==> src/rtl/gon_xbus_ctrl.sv <==
// GON X-bus sequencer: serially loads column IDs into the MCC scan chain, then runs
// tagged transfers one at a time. Optional transfer timeout under `GON_XBUS_TIMEOUT_EN.
module gon_xbus_ctrl #(
  parameter int unsigned COL_TAG_WIDTH  = 4,
  parameter int unsigned NUM_OF_COLS    = 14,
  parameter int unsigned TIMEOUT_CYCLES = 255
) (
  input  logic                                   clk,
  input  logic                                   reset,
  input  logic                                   cfg_start,
  input  logic [NUM_OF_COLS*COL_TAG_WIDTH-1:0]   cfg_ids,
  output logic                                   cfg_busy,
  output logic                                   cfg_done,
  output logic                                   configured,
  output logic                                   scan_en_id,
  output logic                                   scan_out_id,
  input  logic                                   req_valid,
  input  logic [COL_TAG_WIDTH-1:0]               req_tag,
  output logic                                   req_ready,
  output logic [COL_TAG_WIDTH-1:0]               col_tag,
  output logic                                   enable_in,
  input  logic [NUM_OF_COLS-1:0]                 bus_ready,
  output logic                                   xfer_done,
  output logic                                   xfer_err
);

  localparam int unsigned SCAN_LEN = NUM_OF_COLS * COL_TAG_WIDTH;
  localparam int unsigned CNT_W    = (SCAN_LEN > 1) ? $clog2(SCAN_LEN) : 1;

  localparam logic [1:0] ST_UNCFG = 2'd0;
  localparam logic [1:0] ST_SHIFT = 2'd1;
  localparam logic [1:0] ST_IDLE  = 2'd2;
  localparam logic [1:0] ST_XFER  = 2'd3;

  logic [1:0]               r_state,      w_state_d;
  logic [SCAN_LEN-1:0]      r_shadow,     w_shadow_d;
  logic [CNT_W-1:0]         r_cnt,        w_cnt_d;
  logic                     r_configured, w_configured_d;
  logic                     r_cfg_done,   w_cfg_done_d;
  logic [COL_TAG_WIDTH-1:0] r_col_tag,    w_col_tag_d;
  logic                     r_xfer_done,  w_xfer_done_d;
  logic                     r_xfer_err,   w_xfer_err_d;
  logic                     r_shift;
  logic                     r_scan_out;
  logic                     r_enable;
  logic                     w_req_ready;
  logic                     w_any_ready;

`ifdef GON_XBUS_TIMEOUT_EN
  localparam int unsigned TO_W = (TIMEOUT_CYCLES > 1) ? $clog2(TIMEOUT_CYCLES) : 1;
  logic [TO_W-1:0] r_to_cnt, w_to_cnt_d;
`endif

  // Config always wins over a same-cycle request.
  assign w_req_ready = (r_state == ST_IDLE) && !cfg_start;
  assign w_any_ready = |bus_ready;

  always_comb begin
    w_state_d      = r_state;
    w_shadow_d     = r_shadow;
    w_cnt_d        = r_cnt;
    w_configured_d = r_configured;
    w_cfg_done_d   = 1'b0;
    w_col_tag_d    = r_col_tag;
    w_xfer_done_d  = 1'b0;
    w_xfer_err_d   = 1'b0;
`ifdef GON_XBUS_TIMEOUT_EN
    w_to_cnt_d     = r_to_cnt;
`endif
    case (r_state)
      ST_UNCFG, ST_IDLE: begin
        if (cfg_start) begin
          w_shadow_d     = cfg_ids;
          w_cnt_d        = CNT_W'(SCAN_LEN - 1);
          w_configured_d = 1'b0;
          w_state_d      = ST_SHIFT;
        end else if (w_req_ready && req_valid) begin
          w_col_tag_d = req_tag;
          w_state_d   = ST_XFER;
`ifdef GON_XBUS_TIMEOUT_EN
          w_to_cnt_d  = '0;
`endif
        end
      end
      ST_SHIFT: begin
        w_shadow_d = r_shadow << 1;
        if (r_cnt == '0) begin
          w_state_d      = ST_IDLE;
          w_cfg_done_d   = 1'b1;
          w_configured_d = 1'b1;
        end else begin
          w_cnt_d = r_cnt - 1'b1;
        end
      end
      ST_XFER: begin
        if (w_any_ready) begin
          w_state_d     = ST_IDLE;
          w_xfer_done_d = 1'b1;
        end
`ifdef GON_XBUS_TIMEOUT_EN
        // Ready in the final allowed cycle still counts as success (checked above).
        else if (r_to_cnt == TO_W'(TIMEOUT_CYCLES - 1)) begin
          w_state_d    = ST_IDLE;
          w_xfer_err_d = 1'b1;
        end else begin
          w_to_cnt_d = r_to_cnt + 1'b1;
        end
`endif
      end
      default: w_state_d = ST_UNCFG;
    endcase
  end

  always_ff @(posedge clk or posedge reset) begin
    if (reset) begin
      r_state      <= ST_UNCFG;
      r_shadow     <= '0;
      r_cnt        <= '0;
      r_configured <= 1'b0;
      r_cfg_done   <= 1'b0;
      r_col_tag    <= '0;
      r_xfer_done  <= 1'b0;
      r_xfer_err   <= 1'b0;
      r_shift      <= 1'b0;
      r_scan_out   <= 1'b0;
      r_enable     <= 1'b0;
    end else begin
      r_state      <= w_state_d;
      r_shadow     <= w_shadow_d;
      r_cnt        <= w_cnt_d;
      r_configured <= w_configured_d;
      r_cfg_done   <= w_cfg_done_d;
      r_col_tag    <= w_col_tag_d;
      r_xfer_done  <= w_xfer_done_d;
      r_xfer_err   <= w_xfer_err_d;
      // Bus-facing strobes are decoded from next state so they leave a flop glitch-free.
      r_shift      <= (w_state_d == ST_SHIFT);
      r_scan_out   <= (w_state_d == ST_SHIFT) && w_shadow_d[SCAN_LEN-1];
      r_enable     <= (w_state_d == ST_XFER);
    end
  end

`ifdef GON_XBUS_TIMEOUT_EN
  always_ff @(posedge clk or posedge reset) begin
    if (reset) begin
      r_to_cnt <= '0;
    end else begin
      r_to_cnt <= w_to_cnt_d;
    end
  end
`endif

  assign cfg_busy    = r_shift;
  assign scan_en_id  = r_shift;
  assign scan_out_id = r_scan_out;
  assign cfg_done    = r_cfg_done;
  assign configured  = r_configured;
  assign req_ready   = w_req_ready;
  assign col_tag     = r_col_tag;
  assign enable_in   = r_enable;
  assign xfer_done   = r_xfer_done;
  assign xfer_err    = r_xfer_err;

endmodule
==> config.mk <==
export PLATFORM = sky130hd
export DESIGN_NAME = gon_xbus_ctrl
export DESIGN_NICKNAME = d
export VERILOG_FILES = /design/src/rtl/gon_xbus_ctrl.sv
export SDC_FILE = /design/constraint.sdc
export NUM_CORES = 1
export LEC_CHECK = 0
export BUFFER_PORTS_ARGS = -buffer_cell sky130_fd_sc_hd__buf_4
export CAP_MARGIN = 15
export CELL_PAD_IN_SITES_DETAIL_PLACEMENT = 0
export CELL_PAD_IN_SITES_GLOBAL_PLACEMENT = 2
export CORE_AREA = 2 2 92 116
export CTS_BUF_LIST = sky130_fd_sc_hd__clkbuf_2 sky130_fd_sc_hd__clkbuf_4 sky130_fd_sc_hd__clkbuf_8
export DETAILED_ROUTE_END_ITERATION = 16
export DIE_AREA = 0 0 94 118
export GPL_ROUTABILITY_DRIVEN = 0
export PLACE_DENSITY = 0.82
export SYNTH_ARGS = -nofsm -noshare
export SYNTH_HDL_FRONTEND = slang
export SYNTH_SLANG_ARGS = --single-unit
==> constraint.sdc <==
create_clock -name clk -period 2.4 [get_ports clk]
set_clock_uncertainty 0.05 [all_clocks]
set_input_delay 0.12 -clock clk [delete_from_list [all_inputs] [get_ports clk]]
set_output_delay 0.12 -clock clk [all_outputs]
set_load 0.02 [all_outputs]
## Word level (Yosys, flattened, before mapping)

Cells that the tools add are included.

| cells by class | value |
|---|---|
| add/sub/neg operators | 1 |
| eq/ne operators | 8 |
| muxes and demuxes | 17 |
| bitwise gates (word level) | 1 |
| reductions and logical operators | 13 |

Operators by type and width:

| kind | count |
|---|---|
| $pmux W56 S2 | 1 |
| $mux W56 | 1 |
| $reduce_or A14 Y1 | 1 |
| $mux W6 | 2 |
| $pmux W6 S2 | 1 |
| $reduce_and A3 Y1 | 3 |
| $mux W2 | 4 |
| $eq A2 B2 Y1 const B | 3 |
| $logic_not A6 Y1 | 1 |
| $mux W1 | 6 |
| $ne A2 B2 Y1 const B | 3 |
| $pmux W2 S3 | 1 |
| $sub A6 B1 Y6 const B | 1 |
| $eq A2 B1 Y1 const B | 2 |
| $logic_and A1 B1 Y1 | 3 |
| $logic_not A2 Y1 | 1 |
| $pmux W1 S2 | 1 |
| $reduce_and A2 Y1 | 1 |
| $reduce_bool A2 Y1 | 1 |
| $reduce_or A2 Y1 | 1 |
| $logic_not A1 Y1 | 1 |
| $not A1 Y1 | 1 |

| word-level totals | value |
|---|---|
| register bits after elaboration | 74 |
| input bits | 78 |
| logic and storage cells | 51 |

## Logic depth before layout (Yosys ltp)

| logic depth | value |
|---|---|
| depth in word-level cells | 8 |
| gate-level depth with buffers | 7 |

## Worst setup path before layout

OpenSTA, ideal clock, no wires.

| path | value |
|---|---|
| kind | reg2reg |
| start | register r_state[1] |
| end | register r_col_tag[0], in the netlist col_tag[0] |
| setup time | 127 ps |
| arrival time | 1,365 ps |
| path slack | 858 ps |
| stages on the path, launching flop included | 6 |
| path buffers | 1 |
| clock period less this slack | 1,542 ps |
| cell sequence | dfrtp_1 > nand2b_1 > nor2_2 > and2_1 > buf_4 > mux2_1 |

| on the way | value |
|---|---|
| cells in the longest elaborated chain, start to end | 4 |
| elaborated cells on any way between the ends | 6 |
| those cells by class | 1 x eq/ne; 5 x reduce/logical |

RTL lines:

| item | line | RTL |
|---|---|---|
| start: declaration | 35 | `logic [1:0] r_state, w_state_d;` |
| start signal: assignment | 128 | `r_state <= w_state_d;` |
| $eq A2 B2 Y1 | 55 | `assign w_req_ready = (r_state == ST_IDLE) && !cfg_start;` |
| $logic_and A1 B1 Y1 | 55 |  |
| net req_ready | 19 | `output logic req_ready,` |
| $logic_and A1 B1 Y1 | 77 | `end else if (w_req_ready && req_valid) begin` |
| $reduce_and A3 Y1 (no source line) | n/a |  |
| end signal: assignment | 133 | `r_col_tag <= w_col_tag_d;` |
| end: declaration | 40 | `logic [COL_TAG_WIDTH-1:0] r_col_tag, w_col_tag_d;` |

The timed path passes the listed nets, and every way through them passes these cells.
A chain may end at the register's enable or synchronous reset.

## Worst setup path after layout

| path | value |
|---|---|
| start | register r_state[0] |
| end | register r_shadow[54] |

| on the way | value |
|---|---|
| cells in the longest elaborated chain, start to end | 4 |
| elaborated cells on any way between the ends | 8 |
| those cells by class | 3 x eq/ne; 1 x mux; 4 x reduce/logical |

RTL lines:

| item | line | RTL |
|---|---|---|
| $eq A2 B2 Y1 or $logic_not A2 Y1 (tied branches) | 70 | `case (r_state)` |
| $reduce_or A2 Y1 | 70 |  |
| $ne A2 B2 Y1 (no source line) or $reduce_bool A2 Y1 (tied branches) | n/a |  |
| $reduce_and A2 Y1 (no source line) | n/a |  |
| end signal: assignment | 129 | `r_shadow <= w_shadow_d;` |
| end: declaration | 36 | `logic [SCAN_LEN-1:0] r_shadow, w_shadow_d;` |

Several ways; a longest one is shown, not always the timed one.

==> flow_summary.json <==
{
  "overflow": 0,
  "wl_um": 8160,
  "setup_viol": 0,
  "report.final.slew_viol_count": 0,
  "worstPathArrival_ps": 2110,
  "timing.rr.end": "r_shadow[54]",
  "timing.final.crit_share": 0.776,
  "intPower_mw": 3.16,
  "holdCritPathClass": "in -> reg",
  "antenna_found_initial": 0,
  "grt_usage": 0.155,
  "fin_crit_ps": 1860,
  "yosys_warnings": 0,
  "rrSetupSlack_ps": 540,
  "path_class": "reg -> reg",
  "cp_cell_sequence": "nor2b_4 -> buf_4 -> a22oi_1 -> nand2_1",
  "slew-limit-headroom": 0.481,
  "peakVddDrop_v": 0.000646,
  "tightestPinTransition_ps": 779,
  "first_pass_iters": 5,
  "synth_fp_nets": 399,
  "drtIter0Drc": 167,
  "finalHoldViolCount": 0,
  "die_w_um": 94,
  "fin_nets": 542,
  "switching_power_mw": 1.93,
  "grt_pass1_vias": 2936,
  "cts_tree": "built",
  "row_count": 41,
  "via_per_inst": 4.71,
  "required_ps": 2640,
  "yosysUniqueCellTypes": 37,
  "start_util": 0.325,
  "insertion_delay_ps": 360,
  "ys_ff_latch": 74,
  "clockPowerShare": 0.197,
  "swShare": 0.379,
  "numCtsBuffers": 9,
  "reg2reg_from": "r_state[0]",
  "worstHoldStart": "cfg_start",
  "die_h_um": 118,
  "clk_path_buf_depth": 2,
  "routedWlPerCell_um": 13.7,
  "layout-drive-gt1-share": 0.254,
  "ff2ff_path_depth": 4,
  "whs_path_depth": 3,
  "fmax_mhz": 537,
  "critPathSlowestCell": "dfrtp_1",
  "synthToLayoutAreaGrowth_pct": 46.9,
  "htree_levels": 3,
  "io_buffers": 89,
  "ant_nets": 0,
  "synth_area_leaders": "dfrtp_1, nand2_1, a22oi_1",
  "synth_top_area_frac": 0.570,
  "totalPowerFinal_mw": 5.08,
  "clock_sinks": 74,
  "pwr-share-comb": 0.376,
  "yosysTopAreaCell": "dfrtp_1",
  "seq_area_frac_synth": 0.570,
  "path_max_fanout": 54,
  "run_status": "finished, final reports clean",
  "cts_root_buffer": "clkbuf_8",
  "ctsResizeCount": 0,
  "syn_area_per_cell_um2": 10.2,
  "clkSlewWorstSetupHoldPaths_ps": 80,
  "route.detailed.drc": 0,
  "maxCapViolations": 0,
  "io_pins": 91,
  "powerDensity_nw_per_um2": 1070,
  "core_um2": 10000,
  "antenna_cells": 0,
  "cp-start-kind": "register",
  "grt_max_degree": 56,
  "vias": 2813,
  "dp_hpwl_um": 4990,
  "die_area_um2": 11100,
  "cp_num_buf_inv": 1,
  "cp_top_family": "flip-flops",
  "grt_pass1_wl_um": 13600,
  "p_leak_nw": 2.35,
  "cpPeakStageDelay_ps": 560,
  "end_kind": "register",
  "synth_cells": 320,
  "rsz0062_at_grt": "false",
  "tns_ps": 0,
  "synth_area_um2": 3250,
  "seqPwrFrac": 0.427,
  "hold_path_end": "r_state[1]"
}
## kinds of logic after synthesis
logic type / share of synthesized area
simple gates: 0.196
flops: 0.570
compound gates: 0.149
buf+inv: 0.0562
mux: 0.0200
fa+ha+maj: 0.00385
other cells: 0.00115
xor+xnor: 0.00270
## synth_stat cells, drive strengths merged
| cell | number |
|---|---|
| and3 | 1 |
| buf | 23 |
| nand3 | 3 |
| nand4 | 1 |
| nor2 | 6 |
| o31ai | 2 |
| dfrtp | 74 |
| and2 | 2 |
| nor3 | 4 |
| o21ai | 1 |
| ha | 1 |
| nand2b | 3 |
| nand2 | 114 |
| a22oi | 54 |
| a21oi | 4 |
| nand3b | 1 |
| mux2i | 2 |
| inv | 4 |
| a22o | 1 |
| nor2b | 5 |
| mux2 | 4 |
| and4 | 1 |
| nor4 | 3 |
| a211oi | 1 |
| a21boi | 1 |
| a21o | 1 |
| nand4b | 1 |
| xor2 | 1 |
| conb | 1 |
## sequential cells by signal (all words and copies together) (netlist names)
signal       cells
r_shadow        56
r_cnt            6
col_tag          4
r_state          2
cfg_busy         1
cfg_done         1
configured       1
enable_in        1
scan_out_id      1
xfer_done        1
## what timing repair did
| action | 4_1_cts | 5_1_grt |
|---|---|---|
| endpoints found under the hold margin | 90 | 0 |
| endpoints found under the setup margin | 0 | 0 |
| hold buffers | 61 | 0 |
| setup buffers | 0 | 0 |
## through the flow
step	setup WS [ps]	hold slack (ps)	cell area, µm²	util	cells
2_1_floorplan	348	205	3250	-	320
3_3_place_gp	594	160	3960	0.395	520
3_5_place_dp	544	157	3960	0.395	520
4_1_cts	519	20.0	4770	0.477	597
5_1_grt	387	35.7	4770	0.477	597
6_report	537	37.1	4770	0.477	597
## power groups by stage
stage	Sequential [mW]	Clock [mW]	Combinational (mW)
6_report	2.17	1.00	1.91
5_1_grt	2.25	1.09	2.20
4_1_cts	2.17	1.03	1.94
3_5_place_dp	2.19	0	1.86
3_3_place_gp	2.18	0	1.82
2_1_floorplan	2.16	0	1.48
## final cells by class
| class | instances | area (µm²) |
|---|---|---|
| tap | 129 | 161 |
| fill | 938 | 5230 |
| multi-input combinational | 219 | 1220 |
| clock buffer | 11 | 151 |
| inverter | 4 | 16.3 |
| sequential | 74 | 1850 |
| clock inverter | 5 | 52.6 |
| timing repair buffer | 155 | 1320 |
## layer usage
layer	up-vias	global-route usage	wire, µm
met5	-	0	0
met4	0	0.0797	258
met3	18	0.0314	348
met2	80	0.257	4050
met1	1337	0.188	3510
li1	1378	-	-
## cell usage in the layout (no fill, tap or decap), drive strengths merged, types with 2 or more instances in the layout
master and n:
a21oi 4, and2 2, nor2 6, inv 3, clkinv 4, nor2b 5, a22oi 54, mux2 4
nor3 4, nand2b 3, mux2i 2, nor4 3, nand3 3, o31ai 2, buf 94, dlygate4sd3 61
nand2 114, dfrtp 74, clkbuf 11
## worst reg2reg max path, stage by stage, from the launching register on
cell	delay, ps
dfrtp_1	560
nor2b_4	360
buf_4	550
a22oi_1	190
nand2_1	90
## worst max-delay path by stage
stage,slack [ps],to,cells past startpoint,from
global route,390,r_shadow[42],4,r_state[0]
floorplan,350,cfg_busy,1,reset
global placement,590,r_shadow[54],4,r_state[0]
finish,540,r_shadow[54],4,r_state[0]
detailed placement,540,r_shadow[54],4,r_state[0]
CTS,520,r_shadow[54],4,r_state[0]
Note: power is estimated with default switching activity, not from simulation.
